`config.mk`:
```
export PLATFORM = sky130hd
export DESIGN_NAME = i2c_regfile_ctrl
export DESIGN_NICKNAME = d
export VERILOG_FILES = /design/src/rtl/i2c_regfile_ctrl.sv
export SDC_FILE = /design/constraint.sdc
export NUM_CORES = 1
export LEC_CHECK = 0
export ABC_CLOCK_PERIOD_IN_PS = 2000
export CAP_MARGIN = 20
export CELL_PAD_IN_SITES_DETAIL_PLACEMENT = 1
export CELL_PAD_IN_SITES_GLOBAL_PLACEMENT = 1
export CORE_MARGIN = 2
export CORE_UTILIZATION = 36
export CTS_CLUSTER_DIAMETER = 120
export DETAILED_ROUTE_END_ITERATION = 7
export GPL_TIMING_DRIVEN = 0
export PLACE_DENSITY = 0.87
export SYNTH_ARGS = -nofsm -noshare
export SYNTH_HDL_FRONTEND = slang
export SYNTH_SLANG_ARGS = --single-unit
```
`constraint.sdc`:
```
create_clock -name clk6x -period 2 [get_ports clk6x]
set_input_delay 0.4 -clock clk6x [delete_from_list [all_inputs] [get_ports clk6x]]
set_output_delay 0.4 -clock clk6x [all_outputs]
set_load 0.05 [all_outputs]
```
`src/rtl/i2c_regfile_ctrl.sv`:
```
// Register-file sequencer behind an I2C slave: pointer load, auto-increment writes,
// prefetched reads, and a req/ack bank bus that tolerates slow slaves.
module i2c_regfile_ctrl #(
    parameter int unsigned AW      = 4,
    parameter logic [7:0]  TX_FILL = 8'hFF
) (
    input  logic          clk6x,
    input  logic          resetn,
    input  logic          devsel_i,
    input  logic          rw_bit_i,
    input  logic [7:0]    rxbyte_i,
    input  logic          rxbyte_v_i,
    output logic [7:0]    txbyte_o,
    input  logic          txbyte_deq_i,
    input  logic          tx_nacked_i,
    output logic [AW-1:0] reg_addr_o,
    output logic [7:0]    reg_wdata_o,
    output logic          reg_wr_o,
    output logic          reg_rd_o,
    input  logic [7:0]    reg_rdata_i,
    input  logic          reg_ack_i,
    output logic          ovf_o,
    output logic          busy_o
);

    typedef enum logic [2:0] {
        StIdle, StWAddr, StWData, StWBus, StRFetch, StRBus, StRHold
    } state_e;

    state_e        state_q, state_d;
    logic [AW-1:0] ptr_q, ptr_d, addr_q, addr_d;
    logic [7:0]    wdata_q, wdata_d, tx_q, tx_d;
    logic          wr_q, wr_d, rd_q, rd_d, ovf_q, ovf_d;
    logic          devsel_q, abort_q, abort_d, pend_q, pend_d, drop_q, drop_d;
    logic          rise, fall;

    // NACK needs no action: the pointer already sits past the last delivered byte.
    logic unused_nack;
    assign unused_nack = tx_nacked_i;

    assign rise = devsel_i & ~devsel_q;
    assign fall = ~devsel_i & devsel_q;

    always_comb begin
        state_d = state_q;
        ptr_d   = ptr_q;
        addr_d  = addr_q;
        wdata_d = wdata_q;
        tx_d    = tx_q;
        wr_d    = wr_q;
        rd_d    = rd_q;
        ovf_d   = 1'b0;
        abort_d = abort_q;
        drop_d  = drop_q;
        // A rise seen while still finishing an aborted access starts the next transfer later.
        pend_d  = pend_q;
        if (fall) begin
            pend_d = 1'b0;
        end else if (rise && state_q != StIdle) begin
            pend_d = 1'b1;
        end
        unique case (state_q)
            StIdle: begin
                abort_d = 1'b0;
                drop_d  = 1'b0;
                if (devsel_i && (rise || pend_q)) begin
                    pend_d  = 1'b0;
                    state_d = rw_bit_i ? StRFetch : StWAddr;
                end
            end
            StWAddr: begin
                if (fall) begin
                    state_d = StIdle;
                end else if (rxbyte_v_i) begin
                    ptr_d   = rxbyte_i[AW-1:0];
                    state_d = StWData;
                end
            end
            StWData: begin
                if (fall) begin
                    state_d = StIdle;
                end else if (rxbyte_v_i) begin
                    wr_d    = 1'b1;
                    addr_d  = ptr_q;
                    wdata_d = rxbyte_i;
                    state_d = StWBus;
                end
            end
            StWBus: begin
                if (fall) abort_d = 1'b1;
                if (rxbyte_v_i) ovf_d = 1'b1;
                if (reg_ack_i) begin
                    wr_d    = 1'b0;
                    ptr_d   = ptr_q + AW'(1);
                    state_d = (abort_q || fall) ? StIdle : StWData;
                end
            end
            StRFetch: begin
                if (fall) begin
                    state_d = StIdle;
                end else begin
                    tx_d    = TX_FILL;
                    rd_d    = 1'b1;
                    addr_d  = ptr_q;
                    state_d = StRBus;
                end
            end
            StRBus: begin
                if (fall) abort_d = 1'b1;
                if (txbyte_deq_i) begin
                    ovf_d  = 1'b1;
                    ptr_d  = ptr_q + AW'(1);
                    drop_d = 1'b1;
                end
                if (reg_ack_i) begin
                    rd_d   = 1'b0;
                    drop_d = 1'b0;
                    if (abort_q || fall) begin
                        state_d = StIdle;
                    end else if (drop_q || txbyte_deq_i) begin
                        state_d = StRFetch;
                    end else begin
                        tx_d    = reg_rdata_i;
                        state_d = StRHold;
                    end
                end
            end
            StRHold: begin
                if (fall) begin
                    state_d = StIdle;
                end else if (txbyte_deq_i) begin
                    ptr_d   = ptr_q + AW'(1);
                    state_d = StRFetch;
                end
            end
            default: state_d = StIdle;
        endcase
    end

    always_ff @(posedge clk6x) begin
        if (!resetn) begin
            state_q  <= StIdle;
            ptr_q    <= '0;
            addr_q   <= '0;
            wdata_q  <= '0;
            tx_q     <= TX_FILL;
            wr_q     <= 1'b0;
            rd_q     <= 1'b0;
            ovf_q    <= 1'b0;
            devsel_q <= 1'b0;
            abort_q  <= 1'b0;
            pend_q   <= 1'b0;
            drop_q   <= 1'b0;
        end else begin
            state_q  <= state_d;
            ptr_q    <= ptr_d;
            addr_q   <= addr_d;
            wdata_q  <= wdata_d;
            tx_q     <= tx_d;
            wr_q     <= wr_d;
            rd_q     <= rd_d;
            ovf_q    <= ovf_d;
            devsel_q <= devsel_i;
            abort_q  <= abort_d;
            pend_q   <= pend_d;
            drop_q   <= drop_d;
        end
    end

    assign txbyte_o    = tx_q;
    assign reg_addr_o  = addr_q;
    assign reg_wdata_o = wdata_q;
    assign reg_wr_o    = wr_q;
    assign reg_rd_o    = rd_q;
    assign ovf_o       = ovf_q;
    assign busy_o      = (state_q != StIdle);

endmodule
```
**After elaboration in Yosys (flattened, before gate mapping)**

Index checks and enable logic that the tools add are counted.

- $add $sub $neg: 1
- Equality and inequality tests: 22
- Multiplexer cells: 48
- Bitwise logic cells: 5
- Reduce and logical (&&, ||, !) cells: 23

Operators with widths:

| operator | count |
|---|---|
| 3-bit 2-to-1 mux | 12 |
| 4-bit 2-to-1 mux | 8 |
| 8-bit 2-to-1 mux | 4 |
| 2-bit != test, second input constant | 11 |
| 3-bit case mux with 7 select lines | 1 |
| 4-bit case mux with 4 select lines | 1 |
| 8-bit case mux with 2 select lines | 1 |
| 1-bit 2-to-1 mux | 13 |
| 3-bit != test, second input constant | 4 |
| 1-bit case mux with 2 select lines | 5 |
| 5-bit AND reduction | 2 |
| 2-bit nonzero test | 5 |
| 3-bit == test, second input constant | 3 |
| 4-bit case mux with 2 select lines | 1 |
| 4-bit AND reduction | 2 |
| 3-bit by 2-bit == test with 1-bit output, second input constant | 2 |
| 3-bit AND reduction | 2 |
| 6-bit AND reduction | 1 |
| 4-bit by 1-bit adder with 4-bit output, second input constant | 1 |
| 2-bit 2-to-1 mux | 2 |
| 2-bit AND reduction | 2 |
| 4-bit nonzero test | 1 |
| 3-bit by 1-bit == test with 1-bit output, second input constant | 1 |
| 3-bit logical NOT | 1 |
| 7 further kinds | 13 |

- Register bits: 34
- Input bits: 24
- Output and inout bits: 24
- Logic and storage cells: 111

**Logic depth before layout (Yosys ltp)**

Gate-level depths: netlist of run 1.

- Word-level depth: 7
- Depth in mapped cells: 7

**Worst setup path before layout of run 1**

No wires, ideal clock.

- Kind: reg2reg
- Start: register state_q[0]
- End: register state_q[1]
- Data arrival time: 1,638 ps
- Required time: 1,868 ps
- Slack: 230 ps
- Stages on the path, launching flop included: 7
- Period minus slack after synthesis: 1,770 ps
- Path through: dfxtp_1 > buf_2 > or3_1 > a21oi_1 > nor4_4 > nand4b_1 > o21ai_0

- Word-level cells in the longest chain between the ends: 3
- Elaborated cells between the ends (all ways): 15
- Those cells by class: eq/ne: 12; mux: 1; reduce/logical: 2

Ends and longest elaborated chain:

| what | line | source |
|---|---|---|
| start: declaration | 30 | `state_e state_q, state_d;` |
| start signal: assignment | 142 | `state_q <= StIdle;` |
| start signal: assignment | 155 | `state_q <= state_d;` |
| 3-bit == test (tied with other cells) | 62 | `unique case (state_q)` |
| 3-bit != test (no source line) / 2-bit != test (equally long branches) | - |  |
| 6-bit AND reduction (no source line) | - |  |

Parallel ways exist; a longest one is shown, timed or not.
A chain may end at the register's enable or synchronous reset.

**Worst setup path in the final report of run 1**

- Start: input txbyte_deq_i
- End: register ptr_q[0]

- Word-level cells in the longest chain between the ends: 3

Ends and longest elaborated chain:

| what | line | source |
|---|---|---|
| start: declaration | 14 | `input logic txbyte_deq_i,` |
| 4-bit 2-to-1 mux * | - |  |
| 4-bit 2-to-1 mux | - |  |
| 4-bit case mux with 4 select lines * | - |  |
| end signal: assignment | 156 | `ptr_q <= ptr_d;` |
| end: declaration | 31 | `logic [AW-1:0] ptr_q, ptr_d, addr_q, addr_d;` |

Mark *: on every way between the ends. The rest lies on a longest branch, timed or not. The select of a mux whose other input is x is not followed.

==> run metrics, run 1 <==
hold path cells=2; CP max-delay cell=clkdlybuf4s50_1; WL per Instance=roughly 16 um; Post-synth top cells=34 x dfxtp_1, 27 x nor2b_1, 22 x mux2i_1, 12 x nor2_1, 11 x nand2_1; cell count after placement=a little over 300; clock sinks=34; # diodes=0; placed wire-length estimate=~3.6 mm; top-count cell post-synth=dfxtp_1; CP endpoint kind=flop; mapped cell area=between 1500 and 2000 um2; Synth Warn #=0; Seq pwr share=0.307; Clock Pin Slew Worst Setup and Hold Paths=approximately 0.07 ns; total core area=approximately 4800 um2; Worst R2R Setup Slack=between 0.2 and 0.25 ns; R2R depth=7; top cells by area, synth=dfxtp_1 38%, mux2i_1 12%, nor2b_1 9.5%, a21oi_1 2.8%, nor2_1 2.5%; post-synth top area share=0.381; Synth Register Bits=34; Clock Latency Late Sink=~0.29 ns; worst-path fanout max=7; Slew Limit Fails=0; CP Launch Type=primary input; CP cell instances=clkdlybuf4s50_1 -> nor2b_1 -> o211ai_1 -> and3_1 -> buf_6 -> mux2_4 -> o21a_1; worst path bufs/invs=2; clk_skew=roughly 0.0037 ns; TritonCTS clock tree=built; largest net degree at the start of global routing=12; TNS Setup=0 ns; hold_buf cts=0; leading area contributor after synthesis=dfxtp_1; delay-heaviest family, CP=buffers and inverters; status=completed; nets=around 270; dpl ws=-0.250 ns; Crit Reg-Reg Endpoint=ptr_q[0]$_SDFFE_PN0P_; Arr. time, crit path=2.13 ns; Comb power frac=0.497; worst hold path endpoint=devsel_q$_SDFF_PN0_; Die X=approximately 74 um; Non-Filler Instances=between 300 and 400; Slew HR=0.648; Detailed Route Iter0 Violations=93; area delta synth->final=36.0%; hold_sp=devsel_i; Syn Area/Cell=slightly above 9 um2; final worst setup slack=between 0.06 and 0.07 ns; unrepaired setup endpoints after global routing=false; H-Tree Level Count=2; Main synth FF type=dfxtp_1; endpoints failing hold=0; Hold Crit Class=in -> reg; Final Core Density=0.510; # Max-Cap Violations=0; Top Ports=48; CTS Buf Count=5; WP data required=roughly 2.2 ns; Crit Path Category=in -> reg; EDFF count, synth=0; cells after synthesis=192; number of setup violations in the final report=0; Tmin final=1.94 ns; Die ar.=about 5500 um2; Clock Power Share=0.196; final wirelength=5.03 mm; Max stage delay on crit path=~0.65 ns; share of post-route cells with drive strength above 1=0.102; Core Rows=25; cell-internal power=between 0.0015 and 0.002 W; fin crit share=0.969; first-pass GRT wire length=about 8.1 mm; Die Ht=between 70 and 80 um; Reg2Reg Launch Point=state_q[0]$_SDFFE_PN0P_; clk root buf=clkbuf_8; initial antenna violation count=0; DRT antenna net count=0; fmax=slightly above 0.5 GHz; sequential fraction of the synthesis area=0.381; worst IR drop on VDD=between 400 and 500 uV; vias=roughly 1600; Max Root-Sink Buffers=2; Initial Utilization=0.375; # DRC=0; GRT Residual Overflow=0; Port Buffers=45; Slew @ Worst Pin=~0.53 ns; vias in the first global route=around 1600; Leak=roughly 0.9 nW; Detailed Routing Iterations Pass 1=4; Unique masters post-synth=47; P_sw=roughly 0.0012 W; Vias/cell=5.15; gp weighted congestion=around 0.85; Overall Global Routing Usage=0.194; Post-Syn Nets=approximately 220; FFs w/ async S/R, synth=0; Power Density=between 1000 and 1500 nW/um2; sw frac=0.426
[layer usage]
layer / share of wire / track usage / wire length [um] / up-vias
li1: - / - / - / 781
met1: 0.47 / 0.249 / 2350 / 771
met2: 0.46 / 0.295 / 2320 / 46
met3: 0.050 / 0.0556 / 250 / 10
met4: 0.020 / 0.101 / 100 / 0
met5: 0 / 0 / 0 / -
[logic make-up after synthesis]
kind of cell | synth area share
AO/OA/AOI/OAI | 0.147
XOR/XNOR | 0.0140
adder cells (fa/ha/maj) | 0.00701
buffers and inverters | 0.0470
flip-flops | 0.381
multiplexers | 0.132
AND/OR/NAND/NOR | 0.272
[power by group through the flow]
stage | logic, W | clock network (W) | registers [W]
2_1_floorplan | 0.000915 | 0 | 0.000957
3_3_place_gp | 0.00134 | 0 | 0.000861
3_5_place_dp | 0.00138 | 0 | 0.000868
4_1_cts | 0.00137 | 0.000555 | 0.000853
5_1_grt | 0.00148 | 0.000588 | 0.000865
6_report | 0.00138 | 0.000546 | 0.000854
[what timing repair did]
action	CTS	global route
endpoints found under the setup margin	1	14
endpoints found under the hold margin	0	0
buffers inserted	0	0
gates resized for setup	5	3
[flip-flops by register name (all words and copies together), names as in the netlist]
| signal | flops |
|---|---|
| reg_rd_o | 1 |
| reg_addr_o | 4 |
| pend_q | 1 |
| abort_q | 1 |
| reg_wr_o | 1 |
| reg_wdata_o | 8 |
| devsel_q | 1 |
| ovf_o | 1 |
| txbyte_o | 8 |
| ptr_q | 4 |
| state_q | 3 |
| drop_q | 1 |
[how the worst max path moves through the flow]
stage / to / startpoint / depth (start not counted)
final: ptr_q[0]$_SDFFE_PN0P_ / txbyte_deq_i / 7
after global routing: ptr_q[0]$_SDFFE_PN0P_ / txbyte_deq_i / 7
after CTS: txbyte_o[7]$_SDFFE_PN1P_ / devsel_i / 7
after detailed placement: txbyte_o[7]$_SDFFE_PN1P_ / devsel_i / 7
after global placement: ptr_q[0]$_SDFFE_PN0P_ / devsel_i / 8
after floorplan: state_q[1]$_SDFFE_PN0P_ / state_q[0]$_SDFFE_PN0P_ / 6
[layout by cell type (no fill, tap or decap), types with 2 or more instances in the layout]
cell | netlist | routed
buf_4 | 3 | 3
o211ai_1 | 3 | 3
or2b_1 | 2 | 2
clkdlybuf4s50_1 | 0 | 43
a21oi_1 | 10 | 10
o21a_1 | 2 | 2
o22ai_1 | 2 | 2
nand4b_1 | 3 | 3
and2_1 | 3 | 3
nor2_1 | 12 | 12
clkbuf_1 | 6 | 6
nand2b_1 | 2 | 2
nor3b_1 | 3 | 3
buf_2 | 1 | 2
o311ai_0 | 2 | 2
dfxtp_1 | 34 | 34
and3_1 | 3 | 3
mux2i_1 | 22 | 22
o21ai_0 | 7 | 7
nand2_1 | 11 | 11
clkbuf_8 | 0 | 6
inv_1 | 3 | 3
nor4_4 | 1 | 2
nand3_1 | 4 | 4
buf_6 | 2 | 2
nor2b_1 | 27 | 27
[through the flow]
| stage | power [W] | hold WS (ns) | cell area, um2 |
|---|---|---|---|
| final | 0.00278 | 0.509 | 2430 |
| after global routing | 0.00293 | 0.529 | 2430 |
| after CTS | 0.00278 | 0.525 | 2410 |
| after detailed placement | 0.00225 | 0.507 | 2320 |
| after global placement | 0.00220 | 0.490 | 2320 |
| after floorplan | 0.00187 | 0.460 | 1780 |
[layout make-up]
| cell class | count | area, um2 |
|---|---|---|
| Multi-Input combinational cell | 143 | 1030 |
| Clock inverter | 2 | 12.5 |
| Timing Repair Buffer | 45 | 448 |
| Inverter | 3 | 11.3 |
| Tap cell | 67 | 83.8 |
| Fill cell | 573 | 2330 |
| Sequential cell | 34 | 681 |
| Clock buffer | 6 | 82.6 |
| Buffer | 12 | 72.6 |
No activity file was read; power rests on OpenSTA's default activity.
==> run 2: changes to the inputs <==
Settings changed: CAP_MARGIN 20 to 25.
==> results of run 2 <==
The final DEF is identical to that of run 1; final timing and power are the same.
==> run 3: changes to the inputs <==
Settings changed: ABC_CLOCK_PERIOD_IN_PS 2000 to 1800, CORE_UTILIZATION 36 to 46, DONT_BUFFER_PORTS set to 1, PLACE_DENSITY 0.87 to 0.84.
Clock period 2 ns to 1.8 ns, I/O delays scaled along.
==> run 3 against run 2 <==
Compared with the run above: clock power up 7.1%; critical path type is now reg -> reg; final cell count fell by 21%; design area decreased by 18%; largest power group unchanged.
==> run metrics, run 3 (synthesized netlist as in run 1, its figures left out) <==
hold path cells=1 (-1); DRT antenna net count=0 (unchanged); clock sinks=34 (unchanged); GRT Residual Overflow=0 (unchanged); Initial Utilization=0.484 (+0.108); Crit Path Category=reg -> reg; hold_buf cts=0 (unchanged); Max stage delay on crit path=0.36 ns (-0.29 ns); share of post-route cells with drive strength above 1=0.140 (+0.0380); most frequent cells in the layout=32 x dfxtp_1, 26 x nor2b_1, 22 x mux2i_1; number of setup violations in the final report=0 (unchanged); CP max-delay cell=dfxtp_1; CP cell instances=nor2_1 -> o211ai_1 -> and3_1 -> buf_6 -> mux2_4 -> o21a_1; sequential cell area=683 um2 (+0.37%); placed wire-length estimate=3.40 mm (-5.4%); Overall Global Routing Usage=0.233 (+0.0386); largest net degree at the start of global routing=11 (-1); clk_skew=0.00413 ns (+0.000397 ns); Slew Limit Fails=0 (unchanged); Non-Filler Instances=248 (-21%); dpl ws=-0.127 ns (+0.124 ns); fmax=0.584 GHz; H-Tree Level Count=2 (unchanged); Vias/cell=5.89 (+14%); gp weighted congestion=0.931 (+9.3%); Clock Pin Slew Worst Setup and Hold Paths=0.07 ns (about the same); vias=1461 (-9.1%); # diodes=0 (unchanged); DP Area=1840 um2 (-20%); WP data required=1.98 ns (-0.21 ns); Hold Crit Class=in -> reg; first-pass GRT wire length=7.68 mm (-4.7%); most common cell after layout, fill and taps aside=dfxtp_1; Slew HR=0.634 (-0.0140); Clock Latency Late Sink=0.29 ns (about the same); worst IR drop on VDD=697 uV (+68%); Tmin final=around 1.7 ns; TNS Setup=0 ns (unchanged); Leak=0.725 nW (-19%); multi-input logic area=1050 um2 (+1.5%); worst-path fanout max=7 (unchanged); Detailed Route Iter0 Violations=47 (-49%); Slew @ Worst Pin=0.549 ns (+0.0219 ns); Core Rows=22 (-12%); status=completed; Detailed Routing Iterations Pass 1=4 (unchanged); Power Density=1520 nW/um2 (+33%); nets=224 (-17%); total core area=3690 um2 (-22%); final wirelength=4.79 mm (-4.7%); CP endpoint kind=flop; R2R depth=6 (-1); final worst setup slack=0.0867 ns (+0.0256 ns); unrepaired setup endpoints after global routing=true; Die ar.=4390 um2 (-21%); # Max-Cap Violations=0 (unchanged); fin crit share=0.952; Top Ports=48 (unchanged); Port Buffers=0 (-100%); CP Launch Type=flop; area delta synth->final=10.9%; # DRC=0 (unchanged); WL per Instance=19.3 um (+20%); cell count after placement=240 (-21%); Die X=66.3 um (-11%); CTS Buf Count=5 (unchanged); initial antenna violation count=0 (unchanged); clk root buf=clkbuf_8; Die Ht=66.3 um (-11%); Max Root-Sink Buffers=2 (unchanged); TritonCTS clock tree=built; vias in the first global route=1546 (-5.3%); fin area=1980 um2 (-18%); endpoints failing hold=0 (unchanged); Fillers=436 (-24%); Arr. time, crit path=1.89 ns (-0.24 ns)
run 3: changes by cell type in the layout (fill, tap and decap cells not counted), sizes merged:
cell / previous run / this run
clkbuf: 12 / 13
buf: 7 / 6
clkdlybuf4s50: 43 / 0
clkinvlp: 1 / 0
dlymetal6s2s: 1 / 0
run 3: area by class of cell:
class / instances / area share
multi-input combinational: 143 / 0.530
sequential: 34 / 0.345
clock buffer: 7 / 0.0436
buffer: 12 / 0.0424
tap: 48 / 0.0303
inverter: 3 / 0.00569
clock inverter: 1 / 0.00253
run 3: worst max-delay path: cells and delay by family, from the launching register on:
kind	cells	cell delay, ns
compound gates	2	0.31
buf+inv	1	0.13
flops	1	0.36
mux	1	0.29
simple gates	2	0.51
run 3: stage by stage:
step                utilization  total power [W]  hold slack (ns)
global placement          0.500          0.00227            0.474
detailed placement        0.500          0.00233            0.496
finish                    0.537          0.00301            0.200
floorplan                     -          0.00208            0.460
CTS                       0.526          0.00295            0.202
global route              0.537          0.00318            0.210
run 3: worst paths after layout:
kind	start	end	slack [ns]
max reg2reg	state_q[1]$_SDFFE_PN0P_	ptr_q[0]$_SDFFE_PN0P_	0.09
min	devsel_i	devsel_q$_SDFF_PN0_	0.20
min reg2reg	ptr_q[3]$_SDFFE_PN0P_	ptr_q[3]$_SDFFE_PN0P_	0.50
max	state_q[1]$_SDFFE_PN0P_	ptr_q[0]$_SDFFE_PN0P_	0.09
run 3: power breakdown:
| part | internal [W] | switching (W) | total [W] |
|---|---|---|---|
| clock network | 0.000309 | 0.000277 | 0.000585 |
| logic | 0.000552 | 0.000781 | 0.00133 |
| registers | 0.000862 | 0.000227 | 0.00109 |
run 3: layer usage:
layer / share of wire / track usage
met1: 0.43 / 0.287
met2: 0.48 / 0.375
met3: 0.075 / 0.0869
met4: 0.0098 / 0.0714
met5: 0 / 0
run 3: timing repair:
action                                  CTS  global route
cloned                                    0             0
pin swaps                                 0             1
setup buffers                             0             0
gates resized for setup                   1            12
endpoints found under the setup margin    4            10
